File: src/rtl/pulse_len_monitor.sv
`default_nettype none
// ============================================================================
//  Module      : pulse_len_monitor
//  Description : Measures the length of every high pulse on y_in, classifies
//                it against EXP_LEN, keeps saturating good/bad pulse counters
//                and flags a line that stays high for MAX_LEN or more cycles.
//  Revision    : 1.0 - initial release
// ============================================================================
module pulse_len_monitor #(
    parameter int LEN_W   = 4,
    parameter int EXP_LEN = 3,
    parameter int CNT_W   = 8
) (
    input  logic             clk,
    input  logic             rst,
    input  logic             y_in,
    input  logic             clr_counts,
    output logic             pulse_valid,
    output logic [LEN_W-1:0] pulse_len,
    output logic             len_ok,
    output logic             stuck_high,
    output logic [CNT_W-1:0] ok_count,
    output logic [CNT_W-1:0] err_count
);

    // Longest measurable pulse; reaching it means the line is stuck high.
    localparam logic [LEN_W-1:0] MAX_LEN     = {LEN_W{1'b1}};
    localparam logic [LEN_W-1:0] MAX_LEN_M1  = MAX_LEN - 1'b1;
    localparam logic [LEN_W-1:0] LEN_ONE     = {{(LEN_W-1){1'b0}}, 1'b1};
    localparam logic [LEN_W-1:0] EXP_LEN_C   = LEN_W'(EXP_LEN);
    localparam logic [CNT_W-1:0] CNT_MAX     = {CNT_W{1'b1}};

    typedef enum logic [1:0] {
        S_IDLE  = 2'd0,
        S_HIGH  = 2'd1,
        S_STUCK = 2'd2
    } state_t;

    state_t             state_q, state_d;
    logic [LEN_W-1:0]   len_cnt_q, len_cnt_d;
    logic               stuck_q, stuck_d;
    logic               pulse_valid_q, pulse_valid_d;
    logic [LEN_W-1:0]   pulse_len_q, pulse_len_d;
    logic               len_ok_q, len_ok_d;
    logic [CNT_W-1:0]   ok_cnt_q, ok_cnt_d;
    logic [CNT_W-1:0]   err_cnt_q, err_cnt_d;

    // End-of-pulse event decoded by the FSM in the cycle y_in is seen low.
    logic               pulse_end;
    logic [LEN_W-1:0]   end_len;
    logic               end_ok;

    // State register and all registered outputs.
    always_ff @(posedge clk) begin
        if (rst) begin
            state_q       <= S_IDLE;
            len_cnt_q     <= '0;
            stuck_q       <= 1'b0;
            pulse_valid_q <= 1'b0;
            pulse_len_q   <= '0;
            len_ok_q      <= 1'b0;
            ok_cnt_q      <= '0;
            err_cnt_q     <= '0;
        end else begin
            state_q       <= state_d;
            len_cnt_q     <= len_cnt_d;
            stuck_q       <= stuck_d;
            pulse_valid_q <= pulse_valid_d;
            pulse_len_q   <= pulse_len_d;
            len_ok_q      <= len_ok_d;
            ok_cnt_q      <= ok_cnt_d;
            err_cnt_q     <= err_cnt_d;
        end
    end

    // Next-state logic: track the current pulse length and detect its end.
    always_comb begin
        state_d   = state_q;
        len_cnt_d = len_cnt_q;
        stuck_d   = stuck_q;
        pulse_end = 1'b0;
        end_len   = '0;
        end_ok    = 1'b0;
        case (state_q)
            S_IDLE: begin
                stuck_d = 1'b0;
                if (y_in) begin
                    state_d   = S_HIGH;
                    len_cnt_d = LEN_ONE;
                end
            end
            S_HIGH: begin
                if (y_in) begin
                    if (len_cnt_q == MAX_LEN_M1) begin
                        // Saturate the length and flag the line as stuck.
                        state_d   = S_STUCK;
                        len_cnt_d = MAX_LEN;
                        stuck_d   = 1'b1;
                    end else begin
                        len_cnt_d = len_cnt_q + 1'b1;
                    end
                end else begin
                    state_d   = S_IDLE;
                    len_cnt_d = '0;
                    pulse_end = 1'b1;
                    end_len   = len_cnt_q;
                    end_ok    = (len_cnt_q == EXP_LEN_C);
                end
            end
            S_STUCK: begin
                len_cnt_d = MAX_LEN;
                stuck_d   = 1'b1;
                if (!y_in) begin
                    // A stuck pulse is reported at full scale and never good.
                    state_d   = S_IDLE;
                    len_cnt_d = '0;
                    stuck_d   = 1'b0;
                    pulse_end = 1'b1;
                    end_len   = MAX_LEN;
                    end_ok    = 1'b0;
                end
            end
            default: begin
                state_d   = S_IDLE;
                len_cnt_d = '0;
                stuck_d   = 1'b0;
            end
        endcase
    end

    // Result and counter update: strobe, hold length/ok, saturating counts.
    always_comb begin
        pulse_valid_d = pulse_end;
        pulse_len_d   = pulse_len_q;
        len_ok_d      = len_ok_q;
        ok_cnt_d      = ok_cnt_q;
        err_cnt_d     = err_cnt_q;
        if (pulse_end) begin
            pulse_len_d = end_len;
            len_ok_d    = end_ok;
        end
        if (clr_counts) begin
            // Clear wins: a coincident event still strobes but is not counted.
            ok_cnt_d  = '0;
            err_cnt_d = '0;
        end else if (pulse_end) begin
            if (end_ok) begin
                if (ok_cnt_q != CNT_MAX) begin
                    ok_cnt_d = ok_cnt_q + 1'b1;
                end
            end else begin
                if (err_cnt_q != CNT_MAX) begin
                    err_cnt_d = err_cnt_q + 1'b1;
                end
            end
        end
    end

    assign pulse_valid = pulse_valid_q;
    assign pulse_len   = pulse_len_q;
    assign len_ok      = len_ok_q;
    assign stuck_high  = stuck_q;
    assign ok_count    = ok_cnt_q;
    assign err_count   = err_cnt_q;

endmodule
`default_nettype wire

File: config.mk
export PLATFORM = sky130hd
export DESIGN_NAME = pulse_len_monitor
export DESIGN_NICKNAME = d
export VERILOG_FILES = /design/src/rtl/pulse_len_monitor.sv
export SDC_FILE = /design/constraint.sdc
export NUM_CORES = 1
export LEC_CHECK = 0
export CORE_UTILIZATION = 51
export CTS_CLUSTER_SIZE = 20
export DETAILED_ROUTE_END_ITERATION = 7
export HOLD_SLACK_MARGIN = 0.05
export PLACE_DENSITY = 0.84
export RECOVER_POWER = 50
export SYNTH_ARGS = -nofsm -noshare
export SYNTH_HDL_FRONTEND = slang
export SYNTH_SLANG_ARGS = --single-unit
File: constraint.sdc
create_clock -name clk -period 2.4 [get_ports clk]
set_input_delay 0.48 -clock clk [delete_from_list [all_inputs] [get_ports clk]]
set_output_delay 0.48 -clock clk [all_outputs]
set_load 0.02 [all_outputs]
# After elaboration in Yosys (flattened, before gate mapping)
# Index checks and enable logic that the tools add are counted.
# word_totals
ff_bits	29
wordCells	51
in_bits	4
output_inout_bits	23
# classes
mux	21
reduce_logical	7
eq_ne	11
add_sub_neg	3
bitwise_logic	1
# ops
op	n
$mux 4	6
$add 8x1->8 const B	2
$ne 8x8->1 const B	2
$pmux 4 s3	1
$reduce_and 3->1	3
$mux 2	4
$ne 2x2->1 const B	4
$pmux 4 s2	1
$mux 1	7
$pmux 2 s3	1
$add 4x1->4 const B	1
$eq 4x2->1 const B	1
$eq 4x4->1 const B	1
$reduce_or 2->1	2
$ne 3x3->1 const B	1
$eq 2x1->1 const B	1
$eq 2x2->1 const B	1
$logic_not 2->1	1
$pmux 1 s2	1
$reduce_and 2->1	1
$not 1->1	1

# Depth between registers and ports, before layout
# Gate-level depths: netlist of run 1.
# depth
depth_word	5
mapped_depth	7
ltp_nobuf	6

# Worst setup path before layout of run 1
# Ideal clock, no wire load.
# synth_timing
path_type	register to register
from	register len_cnt_q[0]
to	register ok_cnt_q[7] (netlist: ok_count[7])
slack_ns	0.407
setup_ns	0.070
n_path_buf	0
period_less_slack_ns	1.993
required_time_ns	2.330
path_stages_with_launch	6
arrival_time_ns	1.923
cell_sequence	dfxtp_1 -> ha_1 -> or3b_1 -> or3_1 -> or4_1 -> a21oi_1
# synth_via
elab_chain_cells	4
# synth_rtl
element	line	source
start: declaration	40	logic [LEN_W-1:0] len_cnt_q, len_cnt_d;
start signal: assignment	66	len_cnt_q <= len_cnt_d;
$eq 4x2->1	107	end_ok = (len_cnt_q == EXP_LEN_C);
$mux 1	93	if (y_in) begin
$mux 1	-	
$reduce_and 3->1 (no source line)	-	
end signal: assignment	71	ok_cnt_q <= ok_cnt_d;
end: declaration	45	logic [CNT_W-1:0] ok_cnt_q, ok_cnt_d;
# Every way passes these cells.
# A chain may end at the register's enable or synchronous reset.

# Final worst setup path of run 1
# Ends and elaborated chain as after synthesis.

==> run summary, run 1 <==
Max Fclk: 0.4587 GHz
asr flop ratio synth: 0
drt wl/cell: 13.55 um
DR DRC count: 0
Worst Max-Slew Pin Slew: 0.4822 ns
final core utilization: 0.6595
Fin Setup TNS: 0 ns
Layout Nets: 221
Ys Warns: 0
Max VDD drop: 0.0003911 V
total CTS buffers: 5
Critical Path RT: 2.66 ns
clk_lat worst skew: 0.33 ns
Pins Over Slew Limit: 0
post-cts sizing count: 0
Top Metal Used: met4
Synth top area share: 0.3851
first-pass GRT wire length: 5520 um
max_slew headroom: 0.6702
Post-CTS Hold Fix Bufs: 0
status: finished, final reports clean
syn_area_per_cell: 8.423 um2
Iteration-0 DRC Markers: 61
CP endpoint kind: register
clk_skew: 0.007618 ns
cell count of the worst reg-to-reg path: 5
I/O pin count: 27
Setup Fix Bufs, Post-CTS: 0
DR vias/cell: 5.830
GRT Residual Overflow: 0
antenna viol nets, final: 0
flop2flop setup slack: 0.22 ns
Root Buffer: clkbuf_4
Die Y: 56.37 um
FP Rows: 19
PortBufs: 26
Netlist Area Pre-Place: 0.001508 mm2
clk sinks: 29
Layout area overhead: 21.66%
Yosys cell types: 42
Reg clk slew, reported paths: 0.09 ns
Worst EP arrival: 2.44 ns
RSZ-0062 raised after global routing: no
Fillers: 245
Final Hold Viols: 0
top cells by area, synth: dfxtp_1 (39%), ha_1 (6.6%), a21oi_1 (5.3%), nor2_1 (4.7%), mux2i_1 (4.0%)
Crit. Startpoint: len_cnt_q[0]
Yosys top cell by area: dfxtp_1
FF-to-FF End: ok_count[7]
Initial Util: 0.5421
WL final: 3266 um
Seq. cell area: 580.6 um2
gp weighted congestion: 0.8515
register area share after synthesis: 0.3851
CP max FO: 7
EDFF count, synth: 0
metal2 WL: 1631 um
n_diodes: 0
Mapped Cells: 179
Setup Crit Path Kind: reg -> reg
share of cells above drive strength 1: 0.06190
Max Buffers Root-to-Sink: 2
PD cells: 489.5 mW/mm2
HPWL Detailed: 2373 um
R2R Path Start: len_cnt_q[0]
commonest non-fill, non-tap cell in the layout: dfxtp_1
largest net degree at the start of global routing: 17
vias post-DR: 1405
fin crit share: 0.9085
Startpoint Class: register
Final setup viols: 0
Leakage: 0.6894 nW
post-layout minimum cycle time: 2.180 ns
area of the multi-input gates: 847.1 um2
H-tree Lvls: 2
Die Area: 0.003178 mm2
max cap viols: 0
met3 WL: 148 um
most frequent cells in the layout: dfxtp_1 (29), nor2_1 (19), a21oi_1 (16), clkdlybuf4s50_1 (14), dlygate4sd3_1 (12)
Die Wd: 56.37 um
end point of the critical path: ok_count[7]
Hold/Removal Path Class: reg -> reg
Mapped Nets: 191
vias in the first global route: 1265
FF+latch count, synth: 29
CTS tree: done
drt first pass iters: 4
all-layer global routing usage: 0.2206
initial antenna violation count: 0
area of the core: 0.002781 mm2
M1 wire length: 1436 um
Primary FF master, synth: dfxtp_1
-- power breakdown --
group | total (mW) | switching (mW) | internal [mW]
logic | 0.112 | 0.0654 | 0.0470
clock network | 0.283 | 0.172 | 0.111
registers | 0.502 | 0.00991 | 0.492
total | 0.898 | 0.247 | 0.651
-- cell usage after synthesis (2+ instances only) --
library cell and n:
nor2b_1 5, inv_1 5, and3_1 3, a21boi_0 2
nand2_1 10, clkbuf_1 7, nor2_1 19, nand3_1 9
nand2b_1 2, dfxtp_1 29, a21oi_1 16, o31ai_1 3
or4_1 2, xnor2_1 3, a211oi_1 2, nand4_1 4
ha_1 8, mux2i_1 6, or3_1 6, nor3_1 9
o21ai_0 6, a31oi_1 3
-- critical path: stages (launching register included) --
cell and delay, ns:
dfxtp_1 0.47, ha_1 0.27, or3b_1 0.37, or3_1 0.39
or4_1 0.47, a21oi_1 0.14
-- per-stage QoR --
step | instances | cell area [um2] | setup slack [ns] | hold slack, ns | total power, mW
floorplan | 179 | 1508 | 0.4072 | 0.5025 | 0.5880
global placement | 233 | 1798 | 0.2529 | 0.4789 | 0.6265
detailed placement | 233 | 1798 | 0.1983 | 0.4791 | 0.6303
CTS | 241 | 1849 | 0.2249 | 0.5009 | 0.9110
global route | 241 | 1834 | 0.1392 | 0.5276 | 0.9429
finish | 241 | 1834 | 0.2197 | 0.4989 | 0.8978
-- layer usage --
| layer | GRT usage | up-vias |
|---|---|---|
| li1 | - | 706 |
| met1 | 0.2626 | 657 |
| met3 | 0.07143 | 7 |
| met4 | 0.08014 | 0 |
| met5 | 0 | - |
| met2 | 0.3707 | 35 |
-- sequential cells by signal (all words and copies together) (netlist names) --
register and count:
err_count 8, ok_count 8, len_cnt_q 4, pulse_len 4
state_q 2, len_ok 1, pulse_valid 1, stuck_high 1
-- kinds of logic after synthesis --
logic type	share of synthesized area
simple gates	0.2631
compound gates	0.1693
flops	0.3851
buf+inv	0.05311
fa+ha+maj	0.06639
mux	0.03984
xor+xnor	0.02324
-- worst min-delay path by stage --
| stage | start | to | depth (start not counted) |
|---|---|---|---|
| after global placement | pulse_len[0] | pulse_len[0] | 2 |
| final | pulse_len[3] | pulse_len[3] | 2 |
| after CTS | pulse_len[3] | pulse_len[3] | 2 |
| after detailed placement | pulse_len[3] | pulse_len[3] | 2 |
| after floorplan | state_q[0] | state_q[0] | 2 |
| after global routing | len_ok | len_ok | 2 |
-- final cells by class --
| cell class | instances | share of cell area |
|---|---|---|
| Timing Repair Buffer | 33 | 0.1623 |
| Clock buffer | 6 | 0.02251 |
| Clock inverter | 2 | 0.005457 |
| Sequential cell | 29 | 0.3165 |
| Tap cell | 31 | 0.02115 |
| Multi-Input combinational cell | 135 | 0.4618 |
| Inverter | 5 | 0.01023 |
Power figures use the tool's default switching activity.
==> inputs of run 2 (changes only) <==
- TNS_END_PERCENT: not set -> 5
==> results of run 2 <==
Same layout as run 1: the final DEF is identical, and so are final timing and power.
==> inputs of run 3 (changes only) <==
- PLACE_DENSITY: 0.84 -> 0.86
==> run 3 against run 2 <==
Against the previous run:
- die area unchanged
- largest cell class unchanged
- highest routed layer unchanged
- largest power group unchanged
- setup slack better by 0.052 ns
- combinational power is essentially flat
- first-iteration DRC count unchanged
- critical endpoint unchanged
==> run summary, run 3 (synthesis gave the netlist of run 1 again) <==
max cap viols: 0 (unchanged)
HPWL Detailed: 2379 um (was 2373 um)
antenna viol nets, final: 0 (unchanged)
RSZ-0062 raised after global routing: no (unchanged)
drt wl/cell: 13.59 um (was 13.55 um)
combinational power share: 0.123 (was 0.125)
Die Area: 0.003178 mm2 (unchanged)
PnR worst setup slack: 0.2715 ns (was 0.2197 ns)
fin crit share: 0.8869 (was 0.9085)
Layout area overhead: 21.91% (was 21.66%)
DR vias/cell: 5.887 (was 5.830)
Max Fclk: 0.4698 GHz (was 0.4587 GHz)
CP max FO: 7 (unchanged)
gp weighted congestion: 0.8583 (was 0.8515)
Worst EP arrival: 2.40 ns (was 2.44 ns)
Fillers: 235 (was 245)
vias post-DR: 1407 (was 1405)
Pins Over Slew Limit: 0 (unchanged)
PD cells: 498.5 mW/mm2 (was 489.5 mW/mm2)
Worst Max-Slew Pin Slew: 0.5524 ns (was 0.4822 ns)
first-pass GRT wire length: 5561 um (was 5520 um)
all-layer global routing usage: 0.2228 (was 0.2206)
Setup Fix Bufs, Post-CTS: 0 (unchanged)
clk_skew: 0.008499 ns (was 0.007618 ns)
max_slew headroom: 0.6222 (was 0.6702)
FP Rows: 19 (unchanged)
drt first pass iters: 4 (unchanged)
Leakage: 0.7006 nW (was 0.6894 nW)
CP endpoint kind: register (unchanged)
clk sinks: 29 (unchanged)
GRT Residual Overflow: 0 (unchanged)
Final setup viols: 0 (unchanged)
Power, Total: 0.9162 mW (was 0.8978 mW)
Die Wd: 56.37 um (unchanged)
I/O pin count: 27 (unchanged)
commonest non-fill, non-tap cell in the layout: dfxtp_1 (unchanged)
DR DRC count: 0 (unchanged)
post-layout minimum cycle time: 2.129 ns (was 2.180 ns)
P_int: 0.6768 mW (was 0.6505 mW)
n_diodes: 0 (unchanged)
switching share of power: 0.2613 (was 0.2754)
Reg clk slew, reported paths: 0.09 ns (about the same)
Layout Nets: 220 (was 221)
largest net degree at the start of global routing: 17 (unchanged)
Iteration-0 DRC Markers: 61 (unchanged)
Post-Place Worst Slack: 0.2164 ns (was 0.1983 ns)
WL final: 3249 um (was 3266 um)
Clock Power Share: 0.330 (was 0.316)
total CTS buffers: 5 (unchanged)
Final Hold Viols: 0 (unchanged)
Root Buffer: clkbuf_4 (unchanged)
status: finished, final reports clean (unchanged)
H-tree Lvls: 2 (unchanged)
Die Y: 56.37 um (unchanged)
Initial Util: 0.5421 (unchanged)
CTS tree: done (unchanged)
Max Buffers Root-to-Sink: 2 (unchanged)
P_sw: 0.2394 mW (was 0.2473 mW)
area of the core: 0.002781 mm2 (unchanged)
most frequent cells in the layout: dfxtp_1 (29), nor2_1 (19), a21oi_1 (16), dlygate4sd3_1 (14), clkdlybuf4s50_1 (12) (was dfxtp_1 (29), nor2_1 (19), a21oi_1 (16), clkdlybuf4s50_1 (14), dlygate4sd3_1 (12))
Hold/Removal Path Class: reg -> reg (unchanged)
Max VDD drop: 0.0004514 V (was 0.0003911 V)
share of cells above drive strength 1: 0.05769 (was 0.06190)
initial antenna violation count: 0 (unchanged)
clk_lat worst skew: 0.34 ns (was 0.33 ns)
Reg power frac: 0.547 (was 0.559)
post-cts sizing count: 0 (unchanged)
Fin Setup TNS: 0 ns (unchanged)
Critical Path RT: 2.68 ns (was 2.66 ns)
PortBufs: 26 (unchanged)
Post-CTS Hold Fix Bufs: 0 (unchanged)
vias in the first global route: 1296 (was 1265)
Startpoint Class: register (unchanged)
Setup Crit Path Kind: reg -> reg (unchanged)
==> run 3: cell types whose count changed in the layout (fill, tap and decap cells not counted), sizes merged <==
cell	delta
clkdlybuf4s50	-2
clkinv	-2
dlygate4sd3	+2
buf	+1
clkbuf	-1
==> run 3: cell type report <==
type | count | area (um2) | area share
repair buffers | 32 | 297.8 | 0.1620
inverters | 5 | 18.77 | 0.01021
flip-flops and latches | 29 | 580.6 | 0.3159
well taps | 31 | 38.79 | 0.02110
clock buffers | 7 | 55.05 | 0.02995
multi-input cells | 135 | 847.1 | 0.4609
==> run 3: final timing paths <==
| check | cells after the start | startpoint | slack (ns) | to |
|---|---|---|---|---|
| setup / recovery | 5 | len_cnt_q[0] | 0.27 | ok_count[7] |
| hold / removal | 2 | pulse_len[0] | 0.49 | pulse_len[0] |
| setup reg to reg | 5 | len_cnt_q[0] | 0.27 | ok_count[7] |
| hold reg to reg | 2 | pulse_len[0] | 0.49 | pulse_len[0] |
==> run 3: layer usage <==
metal / vias up / GRT usage / share of wire
li1: 709 / - / -
met1: 665 / 0.2648 / 0.46
met2: 26 / 0.3554 / 0.48
met3: 7 / 0.08295 / 0.042
met4: 0 / 0.1045 / 0.015
met5: - / 0 / 0
==> run 3: critical path: stages (launching register included) <==
cell     delay, ns
dfxtp_1       0.46
ha_1          0.26
or3b_1        0.37
or3_1         0.39
or4_1         0.47
a21oi_1       0.14
==> run 3: stage by stage <==
step	instance area, um2	hold slack [ns]	cells	util
finish	1838	0.4931	239	0.6608
global route	1838	0.5353	239	0.6608
CTS	1846	0.4979	239	0.6635
detailed placement	1790	0.4781	232	0.6437
global placement	1790	0.4779	232	0.6437
floorplan	1508	0.5025	179	-
==> run 3: power by group through the flow <==
stage / logic (mW) / registers, mW / clock network, mW
after CTS: 0.117 / 0.501 / 0.310
after floorplan: 0.0675 / 0.521 / 0
after detailed placement: 0.116 / 0.512 / 0
final: 0.113 / 0.501 / 0.302
after global routing: 0.124 / 0.503 / 0.327
after global placement: 0.112 / 0.512 / 0
